## src/rtl/lpm_mux_rr_sel.sv

```systemverilog
// Round-robin select generator for lpm_mux: holds sel until ack, then rotates; result_valid tracks mux latency.
// Optional burst lock input enabled by defining LPM_MUX_RR_LOCK_EN.
module lpm_mux_rr_sel #(
   parameter     lpm_type     = "lpm_mux_rr_sel",
   parameter int lpm_size     = 4,
   parameter int lpm_widths   = 2,
   parameter int lpm_pipeline = 0,
   parameter     lpm_hint     = "UNUSED"
) (
   input  logic                  clock,
   input  logic                  aclrn,
   input  logic                  clken,
   input  logic [lpm_size-1:0]   req,
   input  logic                  ack,
`ifdef LPM_MUX_RR_LOCK_EN
   input  logic                  lock,
`endif
   output logic [lpm_widths-1:0] sel,
   output logic [lpm_size-1:0]   grant,
   output logic                  grant_valid,
   output logic                  result_valid
);

   typedef enum logic {IDLE, GRANT} state_t;

   state_t                state_q, state_d;
   logic [lpm_widths-1:0] sel_q, sel_d;
   logic [lpm_size-1:0]   grant_q, grant_d;
   logic [lpm_widths-1:0] last_q, last_d;
   logic [lpm_widths-1:0] base, winner;
   logic [lpm_size-1:0]   req_shift;
   logic                  cur_req;
   logic                  lock_hold;
   logic                  unused_params;

   assign unused_params = ^{lpm_type, lpm_hint};

`ifdef LPM_MUX_RR_LOCK_EN
   assign lock_hold = lock;
`else
   assign lock_hold = 1'b0;
`endif

   // First requester strictly after ptr, wrapping modulo lpm_size.
   function automatic logic [lpm_widths-1:0] rr_pick(input logic [lpm_widths-1:0] ptr,
                                                     input logic [lpm_size-1:0]   r);
      logic [lpm_widths-1:0] w;
      logic [lpm_size-1:0]   rs;
      int                    idx;
      w = '0;
      for (int k = lpm_size; k >= 1; k--) begin
         idx = int'(ptr) + k;
         if (idx >= lpm_size) idx = idx - lpm_size;
         rs = r >> idx;
         if (rs[0]) w = lpm_widths'(idx);
      end
      return w;
   endfunction

   assign req_shift = req >> sel_q;
   assign cur_req   = req_shift[0];
   assign base      = (state_q == GRANT) ? sel_q : last_q;
   assign winner    = rr_pick(base, req);

   always_comb begin
      state_d = state_q;
      sel_d   = sel_q;
      grant_d = grant_q;
      last_d  = last_q;
      if (clken) begin
         case (state_q)
            IDLE: begin
               if (|req) begin
                  sel_d   = winner;
                  grant_d = lpm_size'(1) << winner;
                  state_d = GRANT;
               end
            end
            GRANT: begin
               // A locked ack keeps the grant only while the owner still requests.
               if (ack && !(lock_hold && cur_req)) begin
                  last_d = sel_q;
                  if (|req) begin
                     sel_d   = winner;
                     grant_d = lpm_size'(1) << winner;
                  end else begin
                     state_d = IDLE;
                     sel_d   = '0;
                     grant_d = '0;
                  end
               end else if (!cur_req) begin
                  state_d = IDLE;
                  sel_d   = '0;
                  grant_d = '0;
               end
            end
            default: state_d = IDLE;
         endcase
      end
   end

   always_ff @(posedge clock or negedge aclrn) begin
      if (!aclrn) begin
         state_q <= IDLE;
         sel_q   <= '0;
         grant_q <= '0;
         last_q  <= lpm_widths'(lpm_size - 1);
      end else begin
         state_q <= state_d;
         sel_q   <= sel_d;
         grant_q <= grant_d;
         last_q  <= last_d;
      end
   end

   assign sel         = sel_q;
   assign grant       = grant_q;
   assign grant_valid = (state_q == GRANT);

   generate
      if (lpm_pipeline == 0) begin : g_no_delay
         assign result_valid = grant_valid;
      end else begin : g_delay
         logic [lpm_pipeline-1:0] dly_q, dly_d;

         always_comb begin
            dly_d = dly_q;
            if (clken) dly_d = (dly_q << 1) | lpm_pipeline'(grant_valid);
         end

         always_ff @(posedge clock or negedge aclrn) begin
            if (!aclrn) dly_q <= '0;
            else        dly_q <= dly_d;
         end

         assign result_valid = dly_q[lpm_pipeline-1];
      end
   endgenerate

endmodule

```

## config.mk

```make
export PLATFORM = sky130hd
export DESIGN_NAME = lpm_mux_rr_sel
export DESIGN_NICKNAME = d
export VERILOG_FILES = /design/src/rtl/lpm_mux_rr_sel.sv
export SDC_FILE = /design/constraint.sdc
export NUM_CORES = 1
export LEC_CHECK = 0
export CORE_MARGIN = 1
export CORE_UTILIZATION = 30
export CTS_BUF_LIST = sky130_fd_sc_hd__clkbuf_4
export DETAILED_ROUTE_END_ITERATION = 8
export PLACE_DENSITY = 0.61
export SYNTH_ARGS = -nofsm -noshare
export SYNTH_HDL_FRONTEND = slang
export SYNTH_SLANG_ARGS = --single-unit
export TNS_END_PERCENT = 1
```

## constraint.sdc

```tcl
create_clock -name clock -period 3.8 [get_ports clock]
set_input_delay 1.14 -clock clock [delete_from_list [all_inputs] [get_ports clock]]
set_output_delay 1.14 -clock clock [all_outputs]
set_load 0.05 [all_outputs]
```

Word-level counts from Yosys, hierarchy flattened
Cells that the tools add are included.
{ "word_totals": {"elab_cells": 51, "out_inout_bits": 8, "inputBits": 8, "register_bits": 9} }
{ "op_classes": {"magnitude_cmp": 4, "addsub": 8, "bitwise": 1, "reduce_logical": 3, "mux": 23, "eq_ne": 2, "n_shift": 6} }
{ "op_table": {"columns": ["cell", "count"], "rows": [
  ["32-bit two-way mux", 4],
  ["4-bit by 32-bit >> shifter with 1-bit output", 4],
  ["2-bit two-way mux", 9],
  ["4-bit two-way mux", 4],
  ["3-bit by 3-bit subtractor with 4-bit output (second input constant)", 3],
  ["3-bit >= comparator (second input constant)", 3],
  ["4-bit one-hot mux with 2 select lines", 1],
  ["2-bit by 2-bit adder with 3-bit output (second input constant)", 2],
  ["3-bit AND reduction", 2],
  ["4-bit by 3-bit subtractor with 5-bit output (second input constant)", 1],
  ["2-bit by 3-bit adder with 4-bit output (second input constant)", 1],
  ["4-bit by 3-bit >= comparator with 1-bit output (second input constant)", 1],
  ["2-bit one-hot mux with 2 select lines", 1],
  ["4-bit OR reduction", 1],
  ["1-bit by 2-bit << shifter with 4-bit output (first input constant)", 1],
  ["4-bit by 2-bit >> shifter with 1-bit output", 1],
  ["2-bit by 1-bit adder with 3-bit output (second input constant)", 1],
  ["1-bit two-way mux", 3],
  ["3-bit != test (second input constant)", 1],
  ["2-bit != test (second input constant)", 1],
  ["1-bit one-hot mux with 2 select lines", 1],
  ["1-bit inverter", 1]
]} }

Longest topological paths before layout
Gate-level depths: netlist of run 1.
{ "logic_depth": {"depth_word": 13, "mapped_depth": 11, "mapped_depth_nobuf": 9} }

Least setup slack after synthesis of run 1
No wires, ideal clock.
{ "synth_path": {"path_type": "reg2reg", "startpoint": "register state_q, in the netlist grant_valid", "endpoint": "register grant_q[2], in the netlist grant[2]", "t_arrival_ps": 2773, "path_stages_with_launch": 10, "setup_slack_ps": 906, "cell_sequence": "dfrtp_1 > buf_6 > mux2i_4 > buf_4 > ha_1 > mux4_2 > a21boi_4 > a21oi_4 > mux2_4 > a22o_1"} }
{ "synth_via": {"elab_chain_len": 13} }
{ "synth_lines": {"columns": ["item", "line", "source"], "rows": [
  ["start, declared", "26", "state_t state_q, state_d;"],
  ["start signal, assigned", "109", "state_q <= state_d;"],
  ["2-bit two-way mux", "62", "assign base = (state_q == GRANT) ? sel_q : last_q;"],
  ["2-bit by 3-bit adder with 4-bit output", "52", "idx = int'(ptr) + k;"],
  ["4-bit by 3-bit subtractor with 5-bit output or 4-bit by 3-bit >= comparator with 1-bit output (tied branches)", "53", "if (idx >= lpm_size) idx = idx - lpm_size;"],
  ["32-bit two-way mux", "53", null],
  ["4-bit by 32-bit >> shifter with 1-bit output", "54", "rs = r >> idx;"],
  ["2-bit two-way mux (4 in a row)", "55", "if (rs[0]) w = lpm_widths'(idx);"],
  ["1-bit by 2-bit << shifter with 4-bit output", "75, 85", null],
  ["4-bit two-way mux", "83", "if (|req) begin"],
  ["4-bit two-way mux", "81", "if (ack && !(lock_hold && cur_req)) begin"],
  ["4-bit one-hot mux with 2 select lines", "71", "case (state_q)"],
  ["end signal, assigned", "111", "grant_q <= grant_d;"],
  ["end, declared", "28", "logic [lpm_size-1:0] grant_q, grant_d;"]
]} }
Several ways; a longest one is shown, not always the timed one. The select of a mux whose other input is x is not followed.
A chain may end at the register's enable or synchronous reset.

Final worst setup path of run 1
{ "layout_path": {"startpoint": "register state_q, in the netlist grant_valid", "endpoint": "register grant_q[0], in the netlist grant[0]"} }
The elaborated chain is that of the path after synthesis.

==> results of run 1 <==
-- through the flow --
step,cells,utilization
floorplan,76,-
global placement,118,0.380
detailed placement,118,0.380
CTS,122,0.392
global route,122,0.392
finish,122,0.392
-- layer usage --
layer,up-vias,part of all wire,global-route usage
met4,0,0.0074,0.0789
li1,313,-,-
met5,-,0,0
met3,2,0.035,0.00870
met2,13,0.48,0.215
met1,316,0.48,0.178
-- kinds of logic after synthesis --
| kind of cell | synth area share |
|---|---|
| adder cells (fa/ha/maj) | 0.0487 |
| multiplexers | 0.281 |
| AO/OA/AOI/OAI | 0.206 |
| buffers and inverters | 0.0536 |
| flip-flops | 0.295 |
| AND/OR/NAND/NOR | 0.115 |
-- registers in the layout, summed over array words and instances (netlist names) --
name and flops:
grant_valid 1, grant 4, sel 2, last_q 2
-- cell usage in the layout (no fill, tap or decap), types with 2 or more instances in the layout --
master and count:
dfrtp_1 7, dfstp_2 2, a22oi_1 2, clkdlybuf4s50_1 15
mux4_2 2, clkbuf_4 4, a22o_1 3, nand3_1 3
nor2_1 3, mux2_2 3, nand2_1 8, a21oi_1 4
inv_1 4, o21ai_0 5, ha_1 3, nand2b_1 3
mux2i_1 10
-- where the power goes --
part / switching, mW / internal, mW
Combinational: 0.363 / 0.285
Clock: 0.0311 / 0.0474
Sequential: 0.0398 / 0.139
Total: 0.434 / 0.471
-- cell usage after synthesis, drive strengths merged --
master / number
a21bo: 1
a21boi: 1
a21oi: 5
a22o: 3
a22oi: 2
and3: 1
buf: 3
dfrtp: 7
dfstp: 2
ha: 3
inv: 4
mux2: 4
mux2i: 11
mux4: 2
nand2: 8
nand2b: 3
nand3: 3
nor2: 3
o211ai: 1
o21ai: 6
o22a: 1
o22ai: 1
or4: 1
-- how the worst max path moves through the flow --
stage / endpoint / slack, ps / depth (start not counted)
finish: grant[0] / 890 / 8
global route: grant[0] / 660 / 8
CTS: grant[0] / 860 / 8
detailed placement: grant[2] / 640 / 6
global placement: grant[2] / 690 / 6
floorplan: grant[2] / 910 / 9
-- cell type report --
cell class	instances	area, µm²	share of cell area
Timing Repair Buffer	15	150	0.156
Clock buffer	4	30.0	0.0312
Inverter	4	15.0	0.0156
Sequential cell	9	228	0.237
Tap cell	30	37.5	0.0390
Multi-Input combinational cell	60	502	0.521
-- worst max-delay path, cell delays in order, from the launching register on --
cell,delay [ps]
dfrtp_1,550
mux2i_1,620
ha_1,430
a21bo_2,230
mux2i_1,60
a22oi_1,210
o21ai_0,130
a21oi_1,350
o21ai_0,180
==> results_tabular.tex, run 1 <==
\begin{tabular}{lr}
\hline
Metric & Value \\
\hline
\multicolumn{2}{l}{\textbf{Floorplan}} \\
\quad Core Region & 2450 µm² \\
\quad I/O pins & 16 \\
\quad Initial Utilization & 0.314 \\
\quad Number of placement rows & 18 \\
\quad Die Footprint & 2780 µm² \\
\quad Die Width & 52.7 µm \\
\quad Overall die height & between 50 and 60 µm \\
\multicolumn{2}{l}{\textbf{Timing}} \\
\quad Clock Skews & 0.957 ps \\
\quad RSZ-0062 raised after global routing & false \\
\quad Final worst-path setup slack & 890 ps \\
\quad Slew of the pin with the lowest slew margin & between 600 and 700 ps \\
\quad Post-route fraction of the period consumed by the critical path & 0.766 \\
\quad Count of endpoints failing hold in the final timing report & 0 \\
\quad Highest clock frequency the design can meet & approximately 0.34 GHz \\
\quad Worst rel slew slack & 0.551 \\
\quad Final setup violating endpoints & 0 \\
\quad Worst hold-check slack & around 510 ps \\
\quad Clock period minus worst slack & about 2900 ps \\
\quad Final slew viol count & 0 \\
\quad TNS Setup & 0 ps \\
\multicolumn{2}{l}{\textbf{Logic synthesis}} \\
\quad Netlist area before placement & between 700 and 800 µm² \\
\quad Share of the yosys chip area belonging to registers & 0.295 \\
\quad Flip-flop and latch count after synthesis & 9 \\
\quad Dominant cells by area after synthesis & dfrtp\_1, mux2i\_1, dfstp\_2 \\
\quad Average cell area after synthesis & 10.1 µm² \\
\quad Cells after Synth & 76 \\
\quad Fraction of post-synthesis cell area in the top cell type by area & 0.227 \\
\quad Number of library cell types mapped by synthesis & 28 \\
\quad Yosys warning total & 0 \\
\quad Mapped Nets & 87 \\
\quad Cell accounting for the most synthesized area & dfrtp\_1 \\
\multicolumn{2}{l}{\textbf{Setup path}} \\
\quad Start-to-end type of the worst setup path & flip-flop to flip-flop \\
\quad Critical Path AT & around 3000 ps \\
\quad Worst reg2reg path depth & 8 \\
\quad Worst r2r src & grant\_valid \\
\quad Beginning of the critical path & grant\_valid \\
\quad Largest fanout on the critical path & 9 \\
\quad Endpoint type of the worst setup path & flip-flop \\
\quad Terminus of the critical flop-to-flop path & grant[0] \\
\quad Worst setup slack for register-to-register paths & 890 ps \\
\quad Required arrival time at the worst endpoint & about 3900 ps \\
\quad Startpoint class of the critical path & flip-flop \\
\multicolumn{2}{l}{\textbf{Power}} \\
\quad Leakage power figure & 0.429 nW \\
\quad Post-layout power & $\sim$0.90 mW \\
\quad Maximum VDD drop & about 0.44 mV \\
\quad Cell area power density & around 940 nW/µm² \\
\multicolumn{2}{l}{\textbf{Clocking}} \\
\quad Inserted Clock Buffers & 3 \\
\quad Clock-pin slew of the registers on the worst-case setup and hold paths & 60 ps \\
\quad Root buffer selected by CTS & clkbuf\_4 \\
\quad Clock tree from TritonCTS & yes \\
\quad CTS Sinks & 9 \\
\quad Number of buffers added for setup after CTS & 0 \\
\quad Cts-stage hold buffer count & 0 \\
\quad Post-cts repair resize count & 0 \\
\quad Depth of the CTS H-tree & 1 \\
\quad Clock Tree Buf Depth & 2 \\
\quad Clk Latency, worst-skew pair & 250 ps \\
\multicolumn{2}{l}{\textbf{Routing}} \\
\quad Vias per Instance & approximately 5.3 \\
\quad First DRT Iteration DRCs & 4 \\
\quad ANT nets after route & 0 \\
\quad TritonRoute pass-1 iters & 4 \\
\quad Via count of the routed design & 644 \\
\quad Routed wire per std cell & 13.3 µm \\
\quad Detailed-route DRC error count & 0 \\
\quad Total wire length & $\sim$1600 µm \\
\multicolumn{2}{l}{\textbf{Placed design}} \\
\quad Post-Place Cell Area & 932 µm² \\
\quad HPWL after DPL & 1230 µm \\
\quad Placer congestion estimate & 0.785 \\
\quad Worst setup timing slack at the placement stage & about 640 ps \\
\quad Number of buffers added on ports & 15 \\
\multicolumn{2}{l}{\textbf{Worst hold path}} \\
\quad Min-Delay Endpoint & grant[2] \\
\quad Instance count along the most critical hold path & 1 \\
\quad Type of the most critical hold path & flip-flop to flip-flop \\
\quad Critical hold path startpoint & grant[2] \\
\multicolumn{2}{l}{\textbf{Global routing}} \\
\quad Vias in the first global route & 634 \\
\quad Antenna violations before repair & 0 \\
\quad GRT Overall Usage & 0.135 \\
\quad Grt total ovfl & 0 \\
\quad Wire length of the first global-routing pass & about 2800 µm \\
\quad Pin count of the biggest net entering global routing & 16 \\
\multicolumn{2}{l}{\textbf{Final layout}} \\
\quad Filler instances & 243 \\
\quad Fin area & 962 µm² \\
\quad Share of final-layout standard cells stronger than drive strength 1 & 0.174 \\
\quad Inserted Diodes & 0 \\
\quad Net count reported at finish & 104 \\
\quad Area Growth Syn to Fin & 24.8\% \\
\multicolumn{2}{l}{\textbf{Flow run}} \\
\quad Max-cap violation count & 0 \\
\multicolumn{2}{l}{\textbf{Run status}} \\
\quad Result of the run & finished clean \\
\hline
\end{tabular}
No activity file was read; power rests on OpenSTA's default activity.
==> run 2: changes to the inputs <==
==> constraint.sdc (replaced) <==
create_clock -name clock -period 2.93 [get_ports clock]
set_input_delay 0.879 -clock clock [delete_from_list [all_inputs] [get_ports clock]]
set_output_delay 0.879 -clock clock [all_outputs]
set_load 0.05 [all_outputs]
==> run 2 against run 1 <==
Sequential power rose by 29%. Critical path depth is 1 lower. Register-to-register slack worse by 670 ps. Hold slack got worse by 11 ps. Largest cell class unchanged.
==> results_tabular.tex, run 2 (synthesis gave the netlist of run 1 again) <==
\begin{tabular}{lr}
\hline
Metric & Value \\
\hline
\multicolumn{2}{l}{\textbf{Run status}} \\
\quad Result of the run & finished clean \\
\multicolumn{2}{l}{\textbf{Power}} \\
\quad Maximum VDD drop & 0.519 mV \\
\quad Leakage power figure & 0.457 nW \\
\quad Cell area power density & 1190 nW/µm² \\
\multicolumn{2}{l}{\textbf{Floorplan}} \\
\quad Die Footprint & 2780 µm² \\
\quad Initial Utilization & 0.314 \\
\quad Core Region & 2450 µm² \\
\quad I/O pins & 16 \\
\quad Overall die height & $\sim$53 µm \\
\quad Number of placement rows & 18 \\
\quad Die Width & 52.7 µm \\
\multicolumn{2}{l}{\textbf{Global routing}} \\
\quad Met3 Usage GRT & 0.00870 \\
\quad Antenna violations before repair & 0 \\
\quad Wire length of the first global-routing pass & 2730 µm \\
\quad GRT met2 Usage & 0.213 \\
\quad Most used routing layer in global routing & met2 \\
\quad Vias in the first global route & 635 \\
\quad Grt total ovfl & 0 \\
\quad Pin count of the biggest net entering global routing & 11 \\
\quad GRT Overall Usage & 0.134 \\
\quad Met1 demand-to-capacity share in global routing & 0.186 \\
\multicolumn{2}{l}{\textbf{Final layout}} \\
\quad Net count reported at finish & 110 \\
\quad Leading cell types in the layout, fill and taps excluded & clkdlybuf4s50\_1, mux2i\_1, nand2\_1, dfrtp\_1, buf\_4 \\
\quad Share of final-layout standard cells stronger than drive strength 1 & 0.224 \\
\quad Inserted Diodes & 0 \\
\quad Most common library cell in the layout ignoring fill and taps & clkdlybuf4s50\_1 \\
\quad Number of flip-flops under the largest register name & 4 \\
\quad Area Growth Syn to Fin & 30.7\% \\
\multicolumn{2}{l}{\textbf{Timing}} \\
\quad Final slew viol count & 0 \\
\quad Clock period minus worst slack & between 2000 and 3000 ps \\
\quad Worst rel slew slack & 0.661 \\
\quad Count of endpoints failing hold in the final timing report & 0 \\
\quad Post-route fraction of the period consumed by the critical path & 0.926 \\
\quad Highest clock frequency the design can meet & 0.369 GHz \\
\quad Final worst-path setup slack & between 200 and 250 ps \\
\quad Clock Skews & 2.15 ps \\
\quad Slew of the pin with the lowest slew margin & 507 ps \\
\quad RSZ-0062 raised after global routing & false \\
\quad Final setup violating endpoints & 0 \\
\quad TNS Setup & 0 ps \\
\multicolumn{2}{l}{\textbf{Setup path}} \\
\quad Terminus of the critical flop-to-flop path & grant[2] \\
\quad Worst reg2reg path depth & 7 \\
\quad Worst setup slack for register-to-register paths & $\sim$220 ps \\
\quad Kind of cell with the highest combined delay on the critical path & multiplexers \\
\quad Required arrival time at the worst endpoint & 3070 ps \\
\quad Start-to-end type of the worst setup path & flip-flop to flip-flop \\
\quad Worst r2r src & grant\_valid \\
\quad Critical Path AT & 2850 ps \\
\quad Delay of the slowest critical-path stage & 560 ps \\
\quad Largest fanout on the critical path & 10 \\
\quad Startpoint class of the critical path & flip-flop \\
\quad Worst path bufs/invs & 0 \\
\quad List of cells traversed by the critical path & mux2i\_4 > ha\_1 > mux4\_2 > a21boi\_4 > a21oi\_4 > mux2\_4 > a22o\_1 \\
\quad Slowest cell on the critical path & dfrtp\_1 \\
\quad Beginning of the critical path & grant\_valid \\
\quad Endpoint type of the worst setup path & flip-flop \\
\multicolumn{2}{l}{\textbf{Routing}} \\
\quad First DRT Iteration DRCs & 19 \\
\quad Total wire length & 1660 µm \\
\quad ANT nets after route & 0 \\
\quad Via count of the routed design & 654 \\
\quad Vias per Instance & 5.11 \\
\quad Routed wire per std cell & 12.9 µm \\
\quad Detailed-route DRC error count & 0 \\
\quad TritonRoute pass-1 iters & 4 \\
\multicolumn{2}{l}{\textbf{Clocking}} \\
\quad Clk Latency, worst-skew pair & approximately 250 ps \\
\quad Inserted Clock Buffers & 3 \\
\quad Root buffer selected by CTS & clkbuf\_4 \\
\quad Clock Tree Buf Depth & 2 \\
\quad Post-cts repair resize count & 0 \\
\quad Clock-pin slew of the registers on the worst-case setup and hold paths & 60 ps \\
\quad Depth of the CTS H-tree & 1 \\
\quad Number of buffers added for setup after CTS & 0 \\
\quad CTS Sinks & 9 \\
\quad Cts-stage hold buffer count & 0 \\
\quad Clock tree from TritonCTS & yes \\
\multicolumn{2}{l}{\textbf{Worst hold path}} \\
\quad Instance count along the most critical hold path & 2 \\
\quad Min-Delay Endpoint & grant[0] \\
\quad Critical hold path startpoint & grant[0] \\
\quad Type of the most critical hold path & flip-flop to flip-flop \\
\multicolumn{2}{l}{\textbf{Placed design}} \\
\quad HPWL after DPL & roughly 1300 µm \\
\quad Number of buffers added on ports & 15 \\
\quad Worst setup timing slack at the placement stage & between 80 and 90 ps \\
\quad Placer congestion estimate & 0.782 \\
\multicolumn{2}{l}{\textbf{Flow run}} \\
\quad Max-cap violation count & 0 \\
\hline
\end{tabular}
-- run 2: cell count changes in the layout (fill, tap and decap cells not counted), sizes merged --
cell	change
buf	+6
-- run 2: tightest hold or removal path, cell delays in order, from the launching register on --
cell and delay, ps:
dfrtp_1 350, nand2_1 50, o21ai_0 60
-- run 2: worst max path at each step --
| stage | cells after the start | slack, ps | end |
|---|---|---|---|
| 2_1_floorplan | 9 | 40 | grant[2] |
| 3_3_place_gp | 6 | 100 | grant[2] |
| 3_5_place_dp | 6 | 80 | grant[2] |
| 4_1_cts | 7 | 210 | grant[2] |
| 5_1_grt | 8 | 60 | grant[0] |
| 6_report | 7 | 220 | grant[2] |
-- run 2: cell type report --
type                       instances  area, µm²
fill                             250       1450
sequential                         9        228
multi-input combinational         60        502
inverter                           4       15.0
timing repair buffer              21        195
clock buffer                       4       30.0
tap                               30       37.5
-- run 2: stage by stage --
stage / hold WS (ps) / std cells / util / power (mW) / cell area (µm²)
2_1_floorplan: 583 / 76 / - / 0.909 / 771
3_3_place_gp: 471 / 124 / 0.398 / 1.09 / 977
3_5_place_dp: 473 / 124 / 0.398 / 1.10 / 977
4_1_cts: 493 / 128 / 0.410 / 1.21 / 1010
5_1_grt: 523 / 128 / 0.410 / 1.29 / 1010
6_report: 496 / 128 / 0.410 / 1.20 / 1010
-- run 2: metal layers --
metal	vias to the layer above	routed length, µm
met4	0	0
met5	-	0
met2	17	820
li1	322	-
met1	315	787
met3	0	48
-- run 2: power breakdown --
group	total (mW)	switching, mW	internal [mW]	leakage [nW]
clock network	0.0997	0.0383	0.0614	0.0184
registers	0.231	0.0509	0.180	0.110
logic	0.868	0.476	0.392	0.329
